--- config.mk ---
export PLATFORM = sky130hd
export DESIGN_NAME = vend_session_ctrl_flat
export DESIGN_NICKNAME = d
export VERILOG_FILES = /design/src/rtl/vend_session_ctrl_pkg.sv /design/src/rtl/vend_session_ctrl_if.sv /design/src/rtl/vend_session_ctrl_rr_arbiter.sv /design/src/rtl/vend_session_ctrl.sv /design/src/flat_wrapper.sv
export SDC_FILE = /design/constraint.sdc
export NUM_CORES = 1
export LEC_CHECK = 0
export ABC_CLOCK_PERIOD_IN_PS = 9500
export CAP_MARGIN = 10
export CELL_PAD_IN_SITES_DETAIL_PLACEMENT = 0
export CELL_PAD_IN_SITES_GLOBAL_PLACEMENT = 1
export CORE_ASPECT_RATIO = 0.75
export CORE_MARGIN = 3
export CORE_UTILIZATION = 44
export DETAILED_ROUTE_END_ITERATION = 10
export PLACE_DENSITY_LB_ADDON = 0.2
export SLEW_MARGIN = 15
export SYNTH_ARGS = -nofsm -noshare
export SYNTH_HDL_FRONTEND = slang
export SYNTH_HIERARCHICAL = 1
export SYNTH_SLANG_ARGS = --single-unit
export TNS_END_PERCENT = 20
--- constraint.sdc ---
create_clock -name clk -period 9.5 [get_ports clk]
set_input_delay 1.9 -clock clk [delete_from_list [all_inputs] [get_ports clk]]
set_output_delay 1.9 -clock clk [all_outputs]
set_load 0.01 [all_outputs]
--- src/rtl/vend_session_ctrl_pkg.sv ---
// Shared definitions for the two-panel vending session controller:
// product prices, credit ceiling, FSM encoding and small decode helpers.
package vend_session_ctrl_pkg;

    localparam logic [5:0] PRICE_1    = 6'd5;
    localparam logic [5:0] PRICE_2    = 6'd10;
    localparam logic [5:0] PRICE_3    = 6'd20;
    localparam logic [5:0] MAX_CREDIT = 6'd40;

    localparam logic [4:0] COIN_5  = 5'd5;
    localparam logic [4:0] COIN_10 = 5'd10;
    localparam logic [4:0] COIN_20 = 5'd20;

    typedef enum logic [1:0] {
        ST_IDLE   = 2'b00,
        ST_VEND   = 2'b01,
        ST_CHANGE = 2'b10
    } state_e;

    function automatic logic [5:0] price_of(input logic [1:0] code);
        logic [5:0] p;
        case (code)
            2'b01:   p = PRICE_1;
            2'b10:   p = PRICE_2;
            2'b11:   p = PRICE_3;
            default: p = 6'd0;
        endcase
        return p;
    endfunction

    function automatic logic coin_legal(input logic [4:0] val);
        return (val == COIN_5) || (val == COIN_10) || (val == COIN_20);
    endfunction

endpackage

--- src/rtl/vend_session_ctrl_if.sv ---
// Panel-side bus of the vending session controller: per-panel requests in,
// reject pulses and dispenser commands out.
interface vend_session_ctrl_if;
    logic [1:0] coin_valid;
    logic [4:0] coin_val0;
    logic [4:0] coin_val1;
    logic [1:0] sel_valid;
    logic [1:0] sel0;
    logic [1:0] sel1;
    logic [1:0] cancel;
    logic [1:0] coin_reject;
    logic [1:0] sel_reject;
    logic [1:0] grant;
    logic       vend_strobe;
    logic [1:0] vend_product;
    logic       change_valid;
    logic [5:0] change;
    logic       busy;

    modport master (
        output coin_valid, coin_val0, coin_val1, sel_valid, sel0, sel1, cancel,
        input  coin_reject, sel_reject, grant, vend_strobe, vend_product,
               change_valid, change, busy
    );

    modport slave (
        input  coin_valid, coin_val0, coin_val1, sel_valid, sel0, sel1, cancel,
        output coin_reject, sel_reject, grant, vend_strobe, vend_product,
               change_valid, change, busy
    );
endinterface

--- src/rtl/vend_session_ctrl_rr_arbiter.sv ---
// Two-way round-robin arbiter: on a tie the panel that was not served last wins.
module vend_rr_arbiter (
    input  logic [1:0] req,
    input  logic       rr_last,
    input  logic       enable,
    output logic [1:0] gnt
);

    // One-hot grant, suppressed while the dispenser is busy
    always_comb begin
        if (!enable) begin
            gnt = 2'b00;
        end else if (req == 2'b11) begin
            gnt = rr_last ? 2'b01 : 2'b10;
        end else begin
            gnt = req;
        end
    end

endmodule

--- src/rtl/vend_session_ctrl.sv ---
// Shares one dispense path between two coin panels: per-panel credit and
// request capture, round-robin service, vend strobe then change return.
module vend_session_ctrl
    import vend_session_ctrl_pkg::*;
(
    input  logic               clk,
    input  logic               reset,
    vend_session_ctrl_if.slave bus
);

    logic [5:0] credit_q [2];
    logic [5:0] credit_d [2];
    logic [1:0] pend_prod_q [2];
    logic [1:0] pend_prod_d [2];
    logic [4:0] coin_val_s [2];
    logic [1:0] sel_s [2];
    logic [6:0] sum_s [2];
    logic [1:0] pend_q, pend_d, pend_refund_q, pend_refund_d;
    logic [1:0] cancel_acc_s, sel_acc_s, coin_acc_s, clr_s;
    logic [1:0] coin_reject_q, coin_reject_d, sel_reject_q, sel_reject_d;

    state_e     state_q, state_d;
    logic       rr_last_q, rr_last_d;
    logic [1:0] grant_q, grant_d, gnt_s;
    logic       win_s;
    logic       vend_strobe_q, vend_strobe_d;
    logic [1:0] vend_product_q, vend_product_d;
    logic       change_valid_q, change_valid_d;
    logic [5:0] change_q, change_d;
    logic       busy_q, busy_d;

    assign coin_val_s[0] = bus.coin_val0;
    assign coin_val_s[1] = bus.coin_val1;
    assign sel_s[0]      = bus.sel0;
    assign sel_s[1]      = bus.sel1;

    // Per-panel credit accumulation and request capture; credit freezes once pending
    always_comb begin
        for (int i = 0; i < 2; i++) begin
            sum_s[i]        = {1'b0, credit_q[i]} + {2'b00, coin_val_s[i]};
            cancel_acc_s[i] = bus.cancel[i] && !pend_q[i] && (credit_q[i] != 6'd0);
            sel_acc_s[i]    = bus.sel_valid[i] && (sel_s[i] != 2'b00) && !pend_q[i]
                              && (credit_q[i] >= price_of(sel_s[i])) && !cancel_acc_s[i];
            coin_acc_s[i]   = bus.coin_valid[i] && coin_legal(coin_val_s[i]) && !pend_q[i]
                              && (sum_s[i] <= {1'b0, MAX_CREDIT}) && !sel_acc_s[i];
            coin_reject_d[i] = bus.coin_valid[i] && !coin_acc_s[i];
            sel_reject_d[i]  = bus.sel_valid[i] && !sel_acc_s[i];
            if (clr_s[i]) begin
                credit_d[i]      = 6'd0;
                pend_d[i]        = 1'b0;
                pend_refund_d[i] = 1'b0;
                pend_prod_d[i]   = 2'b00;
            end else begin
                credit_d[i] = coin_acc_s[i] ? sum_s[i][5:0] : credit_q[i];
                if (cancel_acc_s[i]) begin
                    pend_d[i]        = 1'b1;
                    pend_refund_d[i] = 1'b1;
                    pend_prod_d[i]   = 2'b00;
                end else if (sel_acc_s[i]) begin
                    pend_d[i]        = 1'b1;
                    pend_refund_d[i] = 1'b0;
                    pend_prod_d[i]   = sel_s[i];
                end else begin
                    pend_d[i]        = pend_q[i];
                    pend_refund_d[i] = pend_refund_q[i];
                    pend_prod_d[i]   = pend_prod_q[i];
                end
            end
        end
    end

    // Panel state and reject pulse registers
    always_ff @(posedge clk) begin
        if (!reset) begin
            for (int i = 0; i < 2; i++) begin
                credit_q[i]    <= 6'd0;
                pend_prod_q[i] <= 2'b00;
            end
            pend_q        <= 2'b00;
            pend_refund_q <= 2'b00;
            coin_reject_q <= 2'b00;
            sel_reject_q  <= 2'b00;
        end else begin
            for (int i = 0; i < 2; i++) begin
                credit_q[i]    <= credit_d[i];
                pend_prod_q[i] <= pend_prod_d[i];
            end
            pend_q        <= pend_d;
            pend_refund_q <= pend_refund_d;
            coin_reject_q <= coin_reject_d;
            sel_reject_q  <= sel_reject_d;
        end
    end

    vend_rr_arbiter u_arb (
        .req     (pend_q),
        .rr_last (rr_last_q),
        .enable  (state_q == ST_IDLE),
        .gnt     (gnt_s)
    );

    // FSM state register together with the latched owner and round-robin history
    always_ff @(posedge clk) begin
        if (!reset) begin
            state_q   <= ST_IDLE;
            grant_q   <= 2'b00;
            rr_last_q <= 1'b1;
        end else begin
            state_q   <= state_d;
            grant_q   <= grant_d;
            rr_last_q <= rr_last_d;
        end
    end

    // Next-state: refunds skip the vend step
    always_comb begin
        state_d   = state_q;
        grant_d   = grant_q;
        rr_last_d = rr_last_q;
        case (state_q)
            ST_IDLE: begin
                if (gnt_s != 2'b00) begin
                    grant_d   = gnt_s;
                    rr_last_d = gnt_s[1];
                    state_d   = pend_refund_q[gnt_s[1]] ? ST_CHANGE : ST_VEND;
                end else begin
                    state_d = ST_IDLE;
                end
            end
            ST_VEND:   state_d = ST_CHANGE;
            ST_CHANGE: begin
                state_d = ST_IDLE;
                grant_d = 2'b00;
            end
            default: begin
                state_d = ST_IDLE;
                grant_d = 2'b00;
            end
        endcase
    end

    // Outputs are decoded from the next state so they register alongside it
    always_comb begin
        win_s          = (state_q == ST_IDLE) ? gnt_s[1] : grant_q[1];
        vend_strobe_d  = (state_d == ST_VEND);
        vend_product_d = (state_d == ST_VEND) ? pend_prod_q[win_s] : 2'b00;
        change_valid_d = (state_d == ST_CHANGE);
        if (state_d != ST_CHANGE) begin
            change_d = 6'd0;
        end else if (pend_refund_q[win_s]) begin
            change_d = credit_q[win_s];
        end else begin
            change_d = credit_q[win_s] - price_of(pend_prod_q[win_s]);
        end
        busy_d = (state_d != ST_IDLE);
        clr_s  = (state_q == ST_CHANGE) ? grant_q : 2'b00;
    end

    // Dispenser command registers
    always_ff @(posedge clk) begin
        if (!reset) begin
            vend_strobe_q  <= 1'b0;
            vend_product_q <= 2'b00;
            change_valid_q <= 1'b0;
            change_q       <= 6'd0;
            busy_q         <= 1'b0;
        end else begin
            vend_strobe_q  <= vend_strobe_d;
            vend_product_q <= vend_product_d;
            change_valid_q <= change_valid_d;
            change_q       <= change_d;
            busy_q         <= busy_d;
        end
    end

    assign bus.coin_reject  = coin_reject_q;
    assign bus.sel_reject   = sel_reject_q;
    assign bus.grant        = grant_q;
    assign bus.vend_strobe  = vend_strobe_q;
    assign bus.vend_product = vend_product_q;
    assign bus.change_valid = change_valid_q;
    assign bus.change       = change_q;
    assign bus.busy         = busy_q;

endmodule

--- src/flat_wrapper.sv ---
// flat-port wrapper written by rule: the top's interface ports become plain ports
module vend_session_ctrl_flat import vend_session_ctrl_pkg::*;
  (clk, reset, bus_coin_valid, bus_coin_val0, bus_coin_val1, bus_sel_valid, bus_sel0, bus_sel1, bus_cancel, bus_coin_reject, bus_sel_reject, bus_grant, bus_vend_strobe, bus_vend_product, bus_change_valid, bus_change, bus_busy);
  vend_session_ctrl_if bus_i ();
  input  logic clk;
  input  logic reset;
  input wire logic [$bits(bus_i.coin_valid)-1:0] bus_coin_valid;
  input wire logic [$bits(bus_i.coin_val0)-1:0] bus_coin_val0;
  input wire logic [$bits(bus_i.coin_val1)-1:0] bus_coin_val1;
  input wire logic [$bits(bus_i.sel_valid)-1:0] bus_sel_valid;
  input wire logic [$bits(bus_i.sel0)-1:0] bus_sel0;
  input wire logic [$bits(bus_i.sel1)-1:0] bus_sel1;
  input wire logic [$bits(bus_i.cancel)-1:0] bus_cancel;
  output wire logic [$bits(bus_i.coin_reject)-1:0] bus_coin_reject;
  output wire logic [$bits(bus_i.sel_reject)-1:0] bus_sel_reject;
  output wire logic [$bits(bus_i.grant)-1:0] bus_grant;
  output wire logic [$bits(bus_i.vend_strobe)-1:0] bus_vend_strobe;
  output wire logic [$bits(bus_i.vend_product)-1:0] bus_vend_product;
  output wire logic [$bits(bus_i.change_valid)-1:0] bus_change_valid;
  output wire logic [$bits(bus_i.change)-1:0] bus_change;
  output wire logic [$bits(bus_i.busy)-1:0] bus_busy;
  assign bus_i.coin_valid = bus_coin_valid;
  assign bus_i.coin_val0 = bus_coin_val0;
  assign bus_i.coin_val1 = bus_coin_val1;
  assign bus_i.sel_valid = bus_sel_valid;
  assign bus_i.sel0 = bus_sel0;
  assign bus_i.sel1 = bus_sel1;
  assign bus_i.cancel = bus_cancel;
  assign bus_coin_reject = bus_i.coin_reject;
  assign bus_sel_reject = bus_i.sel_reject;
  assign bus_grant = bus_i.grant;
  assign bus_vend_strobe = bus_i.vend_strobe;
  assign bus_vend_product = bus_i.vend_product;
  assign bus_change_valid = bus_i.change_valid;
  assign bus_change = bus_i.change;
  assign bus_busy = bus_i.busy;
  vend_session_ctrl u_core (.clk(clk), .reset(reset), .bus(bus_i));
endmodule
After elaboration in Yosys (flattened, before gate mapping). Memories as Yosys holds them, arrays and structs flattened. Index checks and enable logic that the tools add are counted. W data, S select, Z words.

Register bits: 24. Bits in latches: 0. RAM bits: 16. Memory bits (read-only): 0. Output and inout port bits: 17. Logic and storage cells: 152. Memories kept: 2.

Memory list: u_core.credit_q (words 2, bits a word 6, rd ports 3, clocked after memory_dff 0, wr ports 2, line vend_session_ctrl.sv:11) `logic [5:0] credit_q [2];`; u_core.pend_prod_q (words 2, bits a word 2, rd ports 1, clocked after memory_dff 0, wr ports 2, line vend_session_ctrl.sv:13) `logic [1:0] pend_prod_q [2];`.

Add/subtract/negate cells: 3. Multiply operators: 0. Divide/modulo/power cells: 0. Order comparisons: 6. Equal/unequal tests: 24. Shift operators: 0. Multiplexer cells: 44. Bitwise logic cells: 6. Reduce and logical (&&, ||, !) cells: 53.

Operators by type and width (count): $mux W6 (9); $pmux W5 S3 (3); $mux W2 (15); $logic_and A1 B1 Y1 (24); $eq A2 B2 Y1 const B (9); $mux W1 (15); $add A6 B5 Y7 (2); $le A7 B6 Y1 const B (2); $ge A6 B5 Y1 (2); $reduce_bool A2 Y1 (6); $reduce_bool A6 Y1 (2); $eq A2 B1 Y1 const B (5); $eq A5 B3 Y1 const B (2); $eq A5 B4 Y1 const B (2); $eq A5 B5 Y1 const B (2); $reduce_and A2 Y1 (5); $logic_not A1 Y1 (8); $pmux W2 S2 (2); $ne A3 B3 Y1 const B (2); $reduce_or A2 Y1 (3); $sub A6 B6 Y6 (1); $logic_or A1 B1 Y1 (4); $lt A1 B2 Y1 const B (2); $or A1 B1 Y1 (4); 4 further kinds (5).

Depth between registers and ports, before layout.
Depth in word-level cells: 12. Depth in mapped cells: 16.

Cells and area by module. The synthesis kept the hierarchy.

Modules (own cells, without submodules): vend_session_ctrl (times used 1, cells each 294, area each 2576.2 µm²); vend_rr_arbiter (times used 1, cells each 5, area each 21.3 µm²).

Least setup slack after synthesis. No wires, ideal clock.

Path kind: input-to-reg. Start: in bus_coin_val0[0]. End: reg u_core.coin_reject_q[0] (netlist: u_core/bus.coin_reject[0]). Setup time: 0.116 ns. Data arrival time: 3.665 ns. Data required time: 9.384 ns. Path slack: 5.719 ns. Stages on the path: 7. Path buffers: 0. Path through: ha_1 fa_1 xor2_1 or3_1 a21oi_1 o211ai_1 and3_1.

Word-level cells in the longest chain between the ends: 9.

Ends and longest elaborated chain: start: declaration (line flat_wrapper.sv:8) `input wire logic [$bits(bus_i.coin_val0)-1:0] bus_coin_val0;`; branches (longest 5 deep; another with $add A6 B5 Y7); $logic_and A1 B1 Y1 (*) (2 in series) (line vend_session_ctrl.sv:45) `&& (sum_s[i] <= {1'b0, MAX_CREDIT}) && !sel_acc_s[i];`; $logic_not A1 Y1 (*) (line vend_session_ctrl.sv:46) `coin_reject_d[i] = bus.coin_valid[i] && !coin_acc_s[i];`; $logic_and A1 B1 Y1 (*) (line vend_session_ctrl.sv:46); end signal: assignment (line vend_session_ctrl.sv:90) `coin_reject_q <= coin_reject_d;`; end: declaration (line vend_session_ctrl.sv:20) `logic [1:0] coin_reject_q, coin_reject_d, sel_reject_q, sel_reject_d;`.

Every way passes the cells marked *. A chain may end at the register's enable or synchronous reset.

==> results_dict.tcl <==
set metrics [dict create \
    critical-path-slowest-cell "clkdlybuf4s50_1" \
    num_vias 2214 \
    syn_avg_cell_area_sq_um 8.687 \
    n_antenna_cell 0 \
    drive_gt1_share_pct 4.438 \
    initial_utilization_pct 47.01 \
    antenna_found_initial 0 \
    path_cells "clkdlybuf4s50_1 > inv_1 > nand2_1 > ha_1 > a21o_1 > a211oi_1 > o21ai_2 > a221oi_2 > o21a_1 > mux2i_1" \
    final_cell_mix "nand2_1, clkdlybuf4s50_1, dfxtp_1" \
    clockPowerShare_pct 26.6 \
    rsz0062_at_grt "false" \
    met1_length_mm 3.035 \
    worstSkewPairLatency_ns 0.30 \
    slew_headroom_pct 35.68 \
    power_frac_comb_pct 27.7 \
    cp.buffers_inverters 2 \
    hp-class "flop to flop" \
    worstPathRequired_ns 9.71 \
    grt_remaining_overflow 0 \
    finalClockSkew_ns 0.01040 \
    setup_viol 0 \
    first_pass_iters 4 \
    synth_cells 299 \
    wl_met2_mm 2.340 \
    ant_nets 0 \
    clockBufferDepth 2 \
    period_share_pct 44.38 \
    slew_viol_final 0 \
    outcome "finished clean" \
    hp-start "u_core/rr_last_q" \
    dp_hpwl_mm 4.518 \
    power_density_mw_per_mm2 133.6 \
    crit_path_max_incr_delay_ns 0.47 \
    nNetsFinal 387 \
    end_kind "flop" \
    post-place-cells 405 \
    fin_area_sq_mm 0.003122 \
    drc 0 \
    ctsResizeCount 0 \
    wl_per_cell_microns 13.88 \
    grt_pass1_wl_mm 9.563 \
    die_x_microns 94.72 \
    cp.arrival_ns 4.43 \
    final_util_pct 56.50 \
    yosys_warnings 6 \
    cts_tree "done" \
    port-buffer-count 38 \
    synth.distinct_cells 49 \
    dr_wl_met3_microns 338 \
    hold_buffers 0 \
    die_h_microns 72.54 \
    critPathKind "primary input to flop" \
    ios 39 \
    cts.sinks 40 \
    grt_usage_pct 18.07 \
    pre_cts_ws_ns 5.018 \
    htreeDepth 2 \
    synth-seq-cells 40 \
    p_sw_mw 0.1268 \
    cellLeakagePower_nw 1.439 \
    p_int_mw 0.2901 \
    drv_cap 0 \
    tns_ns 0 \
    cts_made_buffers 5 \
    crit_path_start_kind "primary input" \
    finalHoldViolations 0 \
    netlist_area_sq_mm 0.002597 \
    fin_ws_ns 5.284 \
    min_period_ns 4.216 \
    pwr-share-seq_pct 45.7 \
    dr.first_iter.drc_count 138 \
    synth_nets 349 \
    cts_root_buf "clkbuf_8" \
    final_cells 413 \
    cpLargestDelayFamily "compound AO/OA/AOI/OAI gates" \
    synthArstFlopShare_pct 0 \
    reg2reg_from "u_core/state_q[0]" \
    p_sw_share_pct 30.42 \
    vdd_ir_drop_max_mv 0.05836 \
    core_region_area_sq_mm 0.005525 \
    syn_to_final_growth_pct 20.18 \
    first_global_vias 1969 \
    ys.flop_type "dfxtp_1" \
    globalplace.congestion 0.8031 \
    cp-startpoint "bus_sel1[0]" \
    drt_wl_total_mm 5.732 \
    synth-edff-count 4 \
    dieArea_sq_mm 0.006871 \
    cts_setup_buffers 0 \
    worst_slew_pin_slew_ns 0.9379 \
    max_freq_mhz 237.2 \
    place_area_sq_mm 0.003038 \
    grt_max_degree 17 \
    post_drt_via_cell_ratio 5.361 \
    num_rows 23 \
    ys_seq_area_share_pct 32.37 \
    layout_commonest_cell "nand2_1" \
    path_clk_slew_ns 0.08 \
    path_max_fanout 6 \
    routed.top_layer "met4" \
]
worst min-delay path, cell delays in order, from the launching register on:
cell and delay, ns:
dfxtp_1 0.33, nand2_1 0.06, nand3_1 0.06
area by class of cell:
type / instances / area, sq um
Fill cell: 534 / 2404
Multi-Input combinational cell: 233 / 1650
Sequential cell: 40 / 840.8
Timing Repair Buffer: 38 / 380.4
Tap cell: 75 / 93.84
Clock buffer: 6 / 72.57
Inverter: 19 / 72.57
Clock inverter: 2 / 11.26
worst paths after layout:
kind,end,slack [ns],cells after the start
worst min register to register,u_core/rr_last_q,0.50,2
worst max-delay path,u_core/credit_q[1][3],5.28,10
worst min-delay path,u_core/rr_last_q,0.50,2
worst max register to register,u_core/bus.change[5],5.76,11
sequential cells by signal, indices dropped and copies added, names as in the netlist:
register and count:
u_core/state_q 2, u_core/pend_prod_q 4, u_core/bus.vend_strobe 1, u_core/bus.vend_product 2
u_core/bus.coin_reject 2, u_core/bus.change_valid 1, u_core/pend_q 2, u_core/credit_q 12
u_core/bus.grant 2, u_core/bus.busy 1, u_core/bus.change 6, u_core/rr_last_q 1
u_core/bus.sel_reject 2, u_core/pend_refund_q 2
synth_stat cells (all sizes together) (3+ instances only):
library cell  instances  area [sq um]
dfxtp                36         720.7
o211a                 3         30.03
xor2                  3         26.28
a21o                  7         52.55
a211oi                6         45.04
and3                  4         25.02
nand3                 8         40.04
nand2b                5         31.28
nor3b                 3         22.52
fa                    3         60.06
xnor2                 7         61.31
mux2i                15         150.1
a21boi                3         22.52
ha                   25         312.8
and2                  6         37.54
edfxtp                4         120.1
nand4                 4         25.02
nor2b                 3         26.27
inv                  18         67.56
o21bai                4         30.03
mux2                  5         56.30
nor2                 22         82.58
o21ai                11         58.81
nand2                45         168.9
clkbuf                6         22.52
a21oi                21         108.9
stage by stage:
step	power (mW)	hold WS [ns]
after detailed placement	0.3095	0.4863
after CTS	0.4208	0.5002
after global placement	0.3090	0.4870
final	0.4170	0.4977
after global routing	0.4463	0.5608
after floorplan	0.2705	0.4601
power groups by stage:
stage          combinational, mW  sequential (mW)  clock (mW)
3_3_place_gp               0.115            0.194           0
6_report                   0.115            0.191       0.111
4_1_cts                    0.115            0.191       0.115
3_5_place_dp               0.115            0.195           0
5_1_grt                    0.132            0.192       0.123
2_1_floorplan             0.0750            0.196           0
layer usage:
layer,GRT usage [%],vias to the layer above
li1,-,1139
met1,27.49,1023
met2,25.31,50
met3,5.181,2
met4,3.360,0
met5,0,-
cells by family after synthesis:
logic type | Yosys count | share of synthesized area, %
muxes | 20 | 7.948
adders and majority gates | 28 | 14.35
and+or+nand+nor | 108 | 19.89
DFF | 40 | 32.37
AOI/OAI and AO/OA | 67 | 17.97
buffers and inverters | 26 | 4.094
xor gates and xnor gates | 10 | 3.372
Power figures use the tool's default switching activity.
